## src/rtl/mem_arb_pkg.sv

```systemverilog
`default_nettype none
// ============================================================================
// mem_arb_pkg : shared state/owner encodings and parameter limits for the
//               unified memory port arbiter.            Revision 1.0
// ============================================================================
package mem_arb_pkg;

    typedef enum logic [1:0] {
        S_IDLE  = 2'd0,
        S_ISSUE = 2'd1,
        S_WAIT  = 2'd2,
        S_DONE  = 2'd3
    } arb_state_t;

    typedef enum logic {
        OWN_IF = 1'b0,
        OWN_DM = 1'b1
    } arb_owner_t;

    localparam int LAT_MIN    = 1;
    localparam int LAT_MAX    = 15;
    localparam int STARVE_MIN = 1;
    localparam int STARVE_MAX = 15;
    localparam int CNT_W      = 4;

    function automatic bit params_legal(input int lat, input int starve);
        return (lat >= LAT_MIN) && (lat <= LAT_MAX) &&
               (starve >= STARVE_MIN) && (starve <= STARVE_MAX);
    endfunction

endpackage
`default_nettype wire

```

## src/rtl/mem_port_arbiter_if.sv

```systemverilog
`default_nettype none
// ============================================================================
// mem_port_arbiter_if : fetch, data and memory-side signals of the arbiter.
//                                                       Revision 1.0
// ============================================================================
interface mem_port_arbiter_if #(
    parameter int AW = 10,
    parameter int DW = 32
);
    logic          if_req;
    logic [AW-1:0] if_addr;
    logic [DW-1:0] if_rdata;
    logic          if_ack;
    logic          dm_req;
    logic          dm_we;
    logic [AW-1:0] dm_addr;
    logic [DW-1:0] dm_wdata;
    logic [DW-1:0] dm_rdata;
    logic          dm_ack;
    logic          mem_en;
    logic          mem_we;
    logic [AW-1:0] mem_addr;
    logic [DW-1:0] mem_wdata;
    logic [DW-1:0] mem_rdata;
    logic          stall_if;
    logic          stall_mem;

    // Pipeline plus memory side drives the arbiter inputs.
    modport master (
        output if_req, if_addr, dm_req, dm_we, dm_addr, dm_wdata, mem_rdata,
        input  if_rdata, if_ack, dm_rdata, dm_ack,
        input  mem_en, mem_we, mem_addr, mem_wdata, stall_if, stall_mem
    );

    modport slave (
        input  if_req, if_addr, dm_req, dm_we, dm_addr, dm_wdata, mem_rdata,
        output if_rdata, if_ack, dm_rdata, dm_ack,
        output mem_en, mem_we, mem_addr, mem_wdata, stall_if, stall_mem
    );
endinterface
`default_nettype wire

```

## src/rtl/arb_streak_counter.sv

```systemverilog
`default_nettype none
// ============================================================================
// arb_streak_counter : saturating count of data grants won over a waiting
//                      fetch; at-limit forces the next fetch grant. Rev 1.0
// ============================================================================
module arb_streak_counter #(
    parameter int LIMIT = 4,
    parameter int W     = 4
) (
    input  wire logic clock,
    input  wire logic reset,
    input  wire logic i_inc,
    input  wire logic i_clr,
    output logic      o_at_limit
);
    logic [W-1:0] r_count;

    always_ff @(posedge clock or negedge reset) begin
        if (!reset) begin
            r_count <= '0;
        end else if (i_clr) begin
            r_count <= '0;
        end else if (i_inc && !o_at_limit) begin
            r_count <= r_count + 1'b1;
        end
    end

    assign o_at_limit = (r_count == W'(LIMIT));

endmodule
`default_nettype wire

```

## src/rtl/mem_port_arbiter.sv

```systemverilog
`default_nettype none
// ============================================================================
// mem_port_arbiter : shares one single-ported memory between fetch and data
//                    requesters through an IDLE/ISSUE/WAIT/DONE sequence. Rev 1.0
// ============================================================================
module mem_port_arbiter
    import mem_arb_pkg::*;
#(
    parameter int AW           = 10,
    parameter int DW           = 32,
    parameter int LAT          = 2,
    parameter int STARVE_LIMIT = 4
) (
    input  wire logic            clock,
    input  wire logic            reset,
    mem_port_arbiter_if.slave    bus
);

    generate
        if (!params_legal(LAT, STARVE_LIMIT)) begin : g_param_check
            $error("mem_port_arbiter: LAT and STARVE_LIMIT must lie in 1..15");
        end
    endgenerate

    arb_state_t       r_state;
    arb_state_t       w_state_nxt;
    arb_owner_t       r_owner;
    logic [CNT_W-1:0] r_lat_cnt;
    logic             r_mem_en;
    logic             r_mem_we;
    logic [AW-1:0]    r_mem_addr;
    logic [DW-1:0]    r_mem_wdata;
    logic [DW-1:0]    r_if_rdata;
    logic [DW-1:0]    r_dm_rdata;
    logic             r_if_ack;
    logic             r_dm_ack;

    logic             w_grant;
    logic             w_grant_dm;
    logic             w_capture;
    logic             w_at_limit;
    logic             w_streak_inc;
    logic             w_streak_clr;

    always_ff @(posedge clock or negedge reset) begin
        if (!reset) begin
            r_state <= S_IDLE;
        end else begin
            r_state <= w_state_nxt;
        end
    end

    // Requests are only looked at in IDLE, so lines still high during DONE
    // are attributed to the transaction that just finished.
    always_comb begin
        w_state_nxt = r_state;
        w_grant     = 1'b0;
        w_grant_dm  = 1'b0;
        w_capture   = 1'b0;
        case (r_state)
            S_IDLE: begin
                if (bus.if_req || bus.dm_req) begin
                    w_grant     = 1'b1;
                    w_grant_dm  = bus.dm_req && !(bus.if_req && w_at_limit);
                    w_state_nxt = S_ISSUE;
                end
            end
            S_ISSUE: begin
                w_state_nxt = S_WAIT;
            end
            S_WAIT: begin
                if (r_lat_cnt == '0) begin
                    w_capture   = 1'b1;
                    w_state_nxt = S_DONE;
                end
            end
            S_DONE: begin
                w_state_nxt = S_IDLE;
            end
            default: begin
                w_state_nxt = S_IDLE;
            end
        endcase
    end

    assign w_streak_inc = w_grant && w_grant_dm && bus.if_req;
    assign w_streak_clr = w_grant && !(w_grant_dm && bus.if_req);

    arb_streak_counter #(
        .LIMIT (STARVE_LIMIT),
        .W     (CNT_W)
    ) u_streak (
        .clock      (clock),
        .reset      (reset),
        .i_inc      (w_streak_inc),
        .i_clr      (w_streak_clr),
        .o_at_limit (w_at_limit)
    );

    always_ff @(posedge clock or negedge reset) begin
        if (!reset) begin
            r_owner     <= OWN_IF;
            r_lat_cnt   <= '0;
            r_mem_en    <= 1'b0;
            r_mem_we    <= 1'b0;
            r_mem_addr  <= '0;
            r_mem_wdata <= '0;
            r_if_rdata  <= '0;
            r_dm_rdata  <= '0;
            r_if_ack    <= 1'b0;
            r_dm_ack    <= 1'b0;
        end else begin
            r_mem_en <= w_grant;
            if (w_grant) begin
                r_owner    <= w_grant_dm ? OWN_DM : OWN_IF;
                r_mem_addr <= w_grant_dm ? bus.dm_addr : bus.if_addr;
                r_mem_we   <= w_grant_dm && bus.dm_we;
                if (w_grant_dm) begin
                    r_mem_wdata <= bus.dm_wdata;
                end
            end

            if (r_state == S_ISSUE) begin
                r_lat_cnt <= CNT_W'(LAT - 1);
            end else if ((r_state == S_WAIT) && (r_lat_cnt != '0)) begin
                r_lat_cnt <= r_lat_cnt - 1'b1;
            end

            // Stores leave the data read register untouched.
            if (w_capture) begin
                if (r_owner == OWN_IF) begin
                    r_if_rdata <= bus.mem_rdata;
                end else if (!r_mem_we) begin
                    r_dm_rdata <= bus.mem_rdata;
                end
            end

            r_if_ack <= w_capture && (r_owner == OWN_IF);
            r_dm_ack <= w_capture && (r_owner == OWN_DM);
        end
    end

    assign bus.mem_en    = r_mem_en;
    assign bus.mem_we    = r_mem_we;
    assign bus.mem_addr  = r_mem_addr;
    assign bus.mem_wdata = r_mem_wdata;
    assign bus.if_rdata  = r_if_rdata;
    assign bus.dm_rdata  = r_dm_rdata;
    assign bus.if_ack    = r_if_ack;
    assign bus.dm_ack    = r_dm_ack;
    assign bus.stall_if  = bus.if_req & ~r_if_ack;
    assign bus.stall_mem = bus.dm_req & ~r_dm_ack;

endmodule
`default_nettype wire

```

## src/flat_wrapper.sv

```systemverilog
// flat-port wrapper written by rule: the top's interface ports become plain ports
module mem_port_arbiter_flat import mem_arb_pkg::*;
#(
    parameter int AW           = 10,
    parameter int DW           = 32,
    parameter int LAT          = 2,
    parameter int STARVE_LIMIT = 4
)
  (clock, reset, bus_if_req, bus_if_addr, bus_dm_req, bus_dm_we, bus_dm_addr, bus_dm_wdata, bus_mem_rdata, bus_if_rdata, bus_if_ack, bus_dm_rdata, bus_dm_ack, bus_mem_en, bus_mem_we, bus_mem_addr, bus_mem_wdata, bus_stall_if, bus_stall_mem);
  mem_port_arbiter_if #(.AW(AW), .DW(DW)) bus_i ();
  input  wire logic clock;
  input  wire logic reset;
  input wire logic [$bits(bus_i.if_req)-1:0] bus_if_req;
  input wire logic [$bits(bus_i.if_addr)-1:0] bus_if_addr;
  input wire logic [$bits(bus_i.dm_req)-1:0] bus_dm_req;
  input wire logic [$bits(bus_i.dm_we)-1:0] bus_dm_we;
  input wire logic [$bits(bus_i.dm_addr)-1:0] bus_dm_addr;
  input wire logic [$bits(bus_i.dm_wdata)-1:0] bus_dm_wdata;
  input wire logic [$bits(bus_i.mem_rdata)-1:0] bus_mem_rdata;
  output wire logic [$bits(bus_i.if_rdata)-1:0] bus_if_rdata;
  output wire logic [$bits(bus_i.if_ack)-1:0] bus_if_ack;
  output wire logic [$bits(bus_i.dm_rdata)-1:0] bus_dm_rdata;
  output wire logic [$bits(bus_i.dm_ack)-1:0] bus_dm_ack;
  output wire logic [$bits(bus_i.mem_en)-1:0] bus_mem_en;
  output wire logic [$bits(bus_i.mem_we)-1:0] bus_mem_we;
  output wire logic [$bits(bus_i.mem_addr)-1:0] bus_mem_addr;
  output wire logic [$bits(bus_i.mem_wdata)-1:0] bus_mem_wdata;
  output wire logic [$bits(bus_i.stall_if)-1:0] bus_stall_if;
  output wire logic [$bits(bus_i.stall_mem)-1:0] bus_stall_mem;
  assign bus_i.if_req = bus_if_req;
  assign bus_i.if_addr = bus_if_addr;
  assign bus_i.dm_req = bus_dm_req;
  assign bus_i.dm_we = bus_dm_we;
  assign bus_i.dm_addr = bus_dm_addr;
  assign bus_i.dm_wdata = bus_dm_wdata;
  assign bus_i.mem_rdata = bus_mem_rdata;
  assign bus_if_rdata = bus_i.if_rdata;
  assign bus_if_ack = bus_i.if_ack;
  assign bus_dm_rdata = bus_i.dm_rdata;
  assign bus_dm_ack = bus_i.dm_ack;
  assign bus_mem_en = bus_i.mem_en;
  assign bus_mem_we = bus_i.mem_we;
  assign bus_mem_addr = bus_i.mem_addr;
  assign bus_mem_wdata = bus_i.mem_wdata;
  assign bus_stall_if = bus_i.stall_if;
  assign bus_stall_mem = bus_i.stall_mem;
  mem_port_arbiter #(.AW(AW), .DW(DW), .LAT(LAT), .STARVE_LIMIT(STARVE_LIMIT)) u_core (.clock(clock), .reset(reset), .bus(bus_i));
endmodule
```

## config.mk

```make
export PLATFORM = sky130hd
export DESIGN_NAME = mem_port_arbiter_flat
export DESIGN_NICKNAME = d
export VERILOG_FILES = /design/src/rtl/mem_arb_pkg.sv /design/src/rtl/mem_port_arbiter_if.sv /design/src/rtl/arb_streak_counter.sv /design/src/rtl/mem_port_arbiter.sv /design/src/flat_wrapper.sv
export SDC_FILE = /design/constraint.sdc
export NUM_CORES = 1
export LEC_CHECK = 0
export CAP_MARGIN = 0
export CORE_AREA = 2 2 112 103
export DETAILED_ROUTE_END_ITERATION = 16
export DIE_AREA = 0 0 114 105
export HOLD_SLACK_MARGIN = 0.02
export PLACE_DENSITY = 0.93
export SYNTH_ARGS = -nofsm -noshare
export SYNTH_HDL_FRONTEND = slang
export SYNTH_SLANG_ARGS = --single-unit
```

## constraint.sdc

```tcl
create_clock -name clock -period 4.7 [get_ports clock]
set_input_delay 0.47 -clock clock [delete_from_list [all_inputs] [get_ports clock]]
set_output_delay 0.47 -clock clock [all_outputs]
set_load 0.05 [all_outputs]
```

# Yosys cells after proc, flatten, opt, wreduce, memory -nomap -nowiden
# Cells that the tools add are included.
[totals]
register_bits = 121
output_inout_bits = 112
word_cells = 65
[op_classes]
add_sub_neg = 2
n_eq_ne = 6
n_mux = 15
bitwise = 6
reduce_logical = 24
[op_table]
columns = ["operator", "n"]
rows = [
  ["2-to-1 mux 4 bit", 4],
  ["logical AND 1 bit", 11],
  ["2-to-1 mux 10 bit", 1],
  ["case mux 2 bit (4 select lines)", 1],
  ["2-to-1 mux 1 bit", 7],
  ["AND reduction 2 bit", 3],
  ["adder 4 x 1 -> 4 bit (second input constant)", 1],
  ["equality test 2 bit (second input constant)", 2],
  ["equality test 4 x 3 -> 1 bit (second input constant)", 1],
  ["logical NOT 4 bit", 1],
  ["2-to-1 mux 2 bit", 2],
  ["inequality test 2 x 1 -> 1 bit (second input constant)", 2],
  ["inverter 1 bit", 4],
  ["nonzero test 2 bit", 2],
  ["nonzero test 4 bit", 1],
  ["subtractor 4 x 1 -> 4 bit (second input constant)", 1],
  ["logical NOT 1 bit", 3],
  ["AND reduction 3 bit", 1],
  ["AND 1 bit", 2],
  ["equality test 2 x 1 -> 1 bit (second input constant)", 1],
  ["logical NOT 2 bit", 1],
  ["logical OR 1 bit", 1],
]

# Depth between registers and ports, before layout
[logic_depth]
depth_word = 11
ltp_mapped = 7

# Cells and area by module
# A second synthesis with hierarchy kept.
[unflattened]
cells_unflattened = 339
hier_area_um2 = 5148.7
[modules_own_cells]
columns = ["module", "instances", "cells_each", "area_per_inst_um2", "seq_area_each_um2"]
rows = [
  ["mem_port_arbiter", 1, 315, 4914.7, 2927.8],
  ["arb_streak_counter", 1, 24, 234.0, 100.1],
]

# Worst setup path before layout
# OpenSTA, ideal clock, no wires.
[synth_path]
path_kind = "input to output"
start = "input bus_dm_req"
end = "output bus_stall_mem"
arrival_time_ns = 1.463
required_time_ns = 4.230
setup_slack_ns = 2.767
path_stages = 2
cell_sequence = "clkbuf_1 nor2b_1"
[synth_via]
elab_chain_len = 1
[synth_rtl]
columns = ["element", "line", "rtl"]
rows = [
  ["start, declared", "flat_wrapper.sv:15", "input wire logic [$bits(bus_i.dm_req)-1:0] bus_dm_req;"],
  ["AND 1 bit", "mem_port_arbiter.sv:152", "assign bus.stall_mem = bus.dm_req & ~r_dm_ack;"],
  ["end, declared", "flat_wrapper.sv:29", "output wire logic [$bits(bus_i.stall_mem)-1:0] bus_stall_mem;"],
]
# Every way passes these cells.

# Worst setup path in the final report
[layout_path]
start = "register u_core.r_state[0]"
end = "register u_core.r_mem_wdata[3], in the netlist u_core.bus.mem_wdata[3]"
[layout_via]
elab_chain_len = 3
[layout_rtl]
columns = ["element", "line", "rtl"]
rows = [
  ["start, declared", "mem_port_arbiter.sv:25", "arb_state_t r_state;"],
  ["start signal, assigned", "mem_port_arbiter.sv:49", "r_state <= w_state_nxt;"],
  ["logical NOT 2 bit *", "mem_port_arbiter.sv:60", "case (r_state)"],
  ["2-to-1 mux 1 bit", "mem_port_arbiter.sv:60", ""],
  ["AND reduction 2 bit (no source line) *", "-", ""],
  ["end signal, assigned", "mem_port_arbiter.sv:119", "r_mem_wdata <= bus.dm_wdata;"],
  ["end, declared", "mem_port_arbiter.sv:32", "logic [DW-1:0] r_mem_wdata;"],
]
# Every way passes the cells marked *; elsewhere a longest branch is shown, timed or not.
# A chain may end at the register's enable or synchronous reset.

==> impl_metrics.tcl <==
set metrics [dict create \
    drive_above_1_share_pct 23.9 \
    path_depth 5 \
    finalHoldWorstSlack_ns 0.178 \
    final_net_count 627 \
    synth_top_area_cell "dfrtp_1" \
    kind_of_cell_with_the_highest_combined_delay_on_the_critical_path "simple AND/OR/NAND/NOR gates" \
    period_needed_ns 2.70 \
    clkSlewWorstSetupHoldPaths_ns 0.05 \
    die_w_um 114 \
    yosys.area_share.adder_pct 1.50 \
    ant_nets 0 \
    synthMuxAreaShare_pct 24.0 \
    main_area_contributors_after_synthesis "dfrtp_1 60%, mux2_2 14%, mux2_4 8.7%, a41oi_1 1.7%, ha_1 1.5%" \
    critical_path_peak_fanout 38 \
    number_of_search_and_repair_iterations_in_the_first_detailed_routing_pass 7 \
    hold_violations 0 \
    die_area_mm2 0.0120 \
    cts_hold_buffers 0 \
    worst-r2r-cell-count 5 \
    final_cell_count_no_fill 677 \
    yosys.area.top_type_share_pct 60.5 \
    synthesized_area_per_cell_um2 15.2 \
    cpPeakStageDelay_ns 0.86 \
    final.setup_skew_ns 0.00895 \
    cts_buffer_depth 2 \
    vias 3537 \
    setup_total_negative_slack_ns 0 \
    proportion_of_synthesized_chip_area_in_sequential_cells_pct 60.5 \
    crit-reg2reg-capture "u_core.bus.mem_wdata[3]" \
    tritoncts.num_buffers 17 \
    crit_path_top_delay_cell "nor2_4" \
    synth_top_family_by_area "multiplexers" \
    asyncSetResetFlopFracSynth_pct 100 \
    synth_simple_gate_area_share_pct 3.75 \
    tritoncts "done" \
    number_of_antenna_violations_at_the_first_check_in_global_routing 0 \
    worst_setup_path_start_kind "flip-flop" \
    place_hpwl_mm 8.90 \
    detailed_router_s_first_iteration_violation_count 171 \
    r2r_start "u_core.r_state[0]" \
    post-place-cells 646 \
    placeableCoreArea_mm2 0.0107 \
    synth_ff_type "dfrtp_1" \
    via_per_inst 5.22 \
    max-slew-margin-rel_pct 22.0 \
    final-setup-viol-count 0 \
    rsz0062_at_grt "no" \
    cts_sinks 121 \
    cts_post_setup_buffers_inserted 0 \
    vias_in_the_first_global_route 4004 \
    worst-setup-path-type "flip-flop to flip-flop" \
    num_rows 36 \
    number_of_enable_type_register_cells_in_the_synthesized_netlist 0 \
    flow.area_growth_from_synthesis_pct 52.1 \
    max_cap_violations 0 \
    htree_num_levels 4 \
    final_min_period_over_clock_period_pct 57.6 \
    floorplan.io_pins 201 \
    mappedNetlistArea_mm2 0.00501 \
    synth-compound-area-share_pct 5.92 \
    start_util_pct 46.7 \
    register_bit_total_from_synthesis 121 \
    setup.worst_path.end_class "flip-flop" \
    synthXorXnorAreaFrac_pct 0.525 \
    postRouteWirelength_mm 12.8 \
    gp_routability_congestion 0.785 \
    worst_hold_path_type "primary input to asynchronous set/reset pin" \
    maximum_number_of_pins_on_one_net_before_global_route_repair 74 \
    worstPathRequired_ns 4.99 \
    synth_cell_type_count 40 \
    fmax_mhz 370 \
    antenna_cells 0 \
    clock_tree.root_cell "clkbuf_16" \
    grt-ovfl-total 0 \
    drc_errors 0 \
    cts_resized 0 \
    post-synth-top-count-cell "dfrtp_1" \
    avgRoutedWirePerCell_um 18.9 \
    clk_latency_ns 0.41 \
    max_slew.worst_pin.slew_ns 1.16 \
    syn-num-nets 424 \
    port_buffers 200 \
    grt_first_pass_wirelength_mm 20.6 \
    synthCells 329 \
    reg2reg_slack_ns 2.00 \
    synth_warnings 0 \
    status "finished, final reports clean" \
    critical_path_buf_inv_count 1 \
    timing_max_transition_violations_final 0 \
    grt_usage_pct 22.4 \
    critical_path.cell_chain "inv_1 > ha_1 > nand2_1 > nor2_4 > mux2_2" \
    fin_util_pct 71.0 \
    die-height_um 105 \
    cell_types_with_the_highest_counts_after_synthesis "121 x dfrtp_1, 63 x mux2_2, 29 x mux2_4" \
    cp.arrival_ns 2.99 \
]
==> flip-flops by register name, summed over array words and instances, names as in the netlist <==
register	cells
u_core.bus.dm_ack	1
u_core.bus.dm_rdata	32
u_core.bus.if_ack	1
u_core.bus.if_rdata	32
u_core.bus.mem_addr	10
u_core.bus.mem_en	1
u_core.bus.mem_wdata	32
u_core.bus.mem_we	1
u_core.r_lat_cnt	4
u_core.r_owner	1
u_core.r_state	2
u_core.u_streak.r_count	4
==> per-stage QoR <==
stage	worst slack [ns]	area, µm²
global placement	1.90	7030
global route	1.83	7620
finish	2.00	7620
floorplan	2.77	5010
detailed placement	1.71	7030
CTS	2.01	7620
==> routing by layer <==
metal	GRT usage, %	vias to the layer above	wire length [µm]
met5	0	-	0
met4	6.79	0	180
met3	10.3	18	1200
met2	39.1	178	6510
met1	24.1	1750	4940
li1	-	1591	-
==> logic make-up (layout without fill, tap and decap cells) <==
| family | Yosys count | count (layout) |
|---|---|---|
| DFF | 121 | 121 |
| AOI/OAI and AO/OA | 45 | 45 |
| muxes | 97 | 97 |
| adders and majority gates | 6 | 6 |
| buffers and inverters | 26 | 241 |
| and+or+nand+nor | 31 | 31 |
| xor gates and xnor gates | 3 | 3 |
==> worst max path at each step <==
| stage | end | start |
|---|---|---|
| 4_1_cts | u_core.bus.mem_wdata[3] | u_core.r_state[0] |
| 6_report | u_core.bus.mem_wdata[3] | u_core.r_state[0] |
| 3_5_place_dp | u_core.bus.mem_wdata[10] | bus_dm_req |
| 2_1_floorplan | bus_stall_mem | bus_dm_req |
| 3_3_place_gp | u_core.bus.mem_wdata[25] | bus_dm_req |
| 5_1_grt | u_core.bus.mem_wdata[3] | u_core.r_state[1] |
==> placed cells by master, fill, tap and decap left out, types with 2 or more instances in the layout <==
cell type        Yosys  layout
mux2_4              29      29
a41oi_1             10      10
bufinv_16            0       3
buf_4                4       3
nor2b_1              2       2
a32o_1               3       3
clkbuf_16            0      17
or3_1                3       3
dfrtp_1            121     121
o21ai_0             12      12
a21oi_1             13      13
mux2_1               5       5
clkinv_2             0       7
clkdlybuf4s50_1      0     199
nor2_1              13      13
xor2_1               2       2
ha_1                 6       6
clkbuf_1             5       2
clkbuf_8             0       2
mux2_2              63      63
inv_1                8       8
==> area by class of cell <==
| class | count | area (µm²) |
|---|---|---|
| well taps | 133 | 166 |
| fillers | 695 | 3100 |
| inverters | 8 | 30.0 |
| multi-input cells | 182 | 1790 |
| clock inverters | 10 | 125 |
| clock buffers | 21 | 460 |
| flip-flops and latches | 121 | 3030 |
| repair buffers | 202 | 2010 |
Power is not shown: default switching activity piles up to over one toggle a cycle in this logic, so the estimate is an artifact.
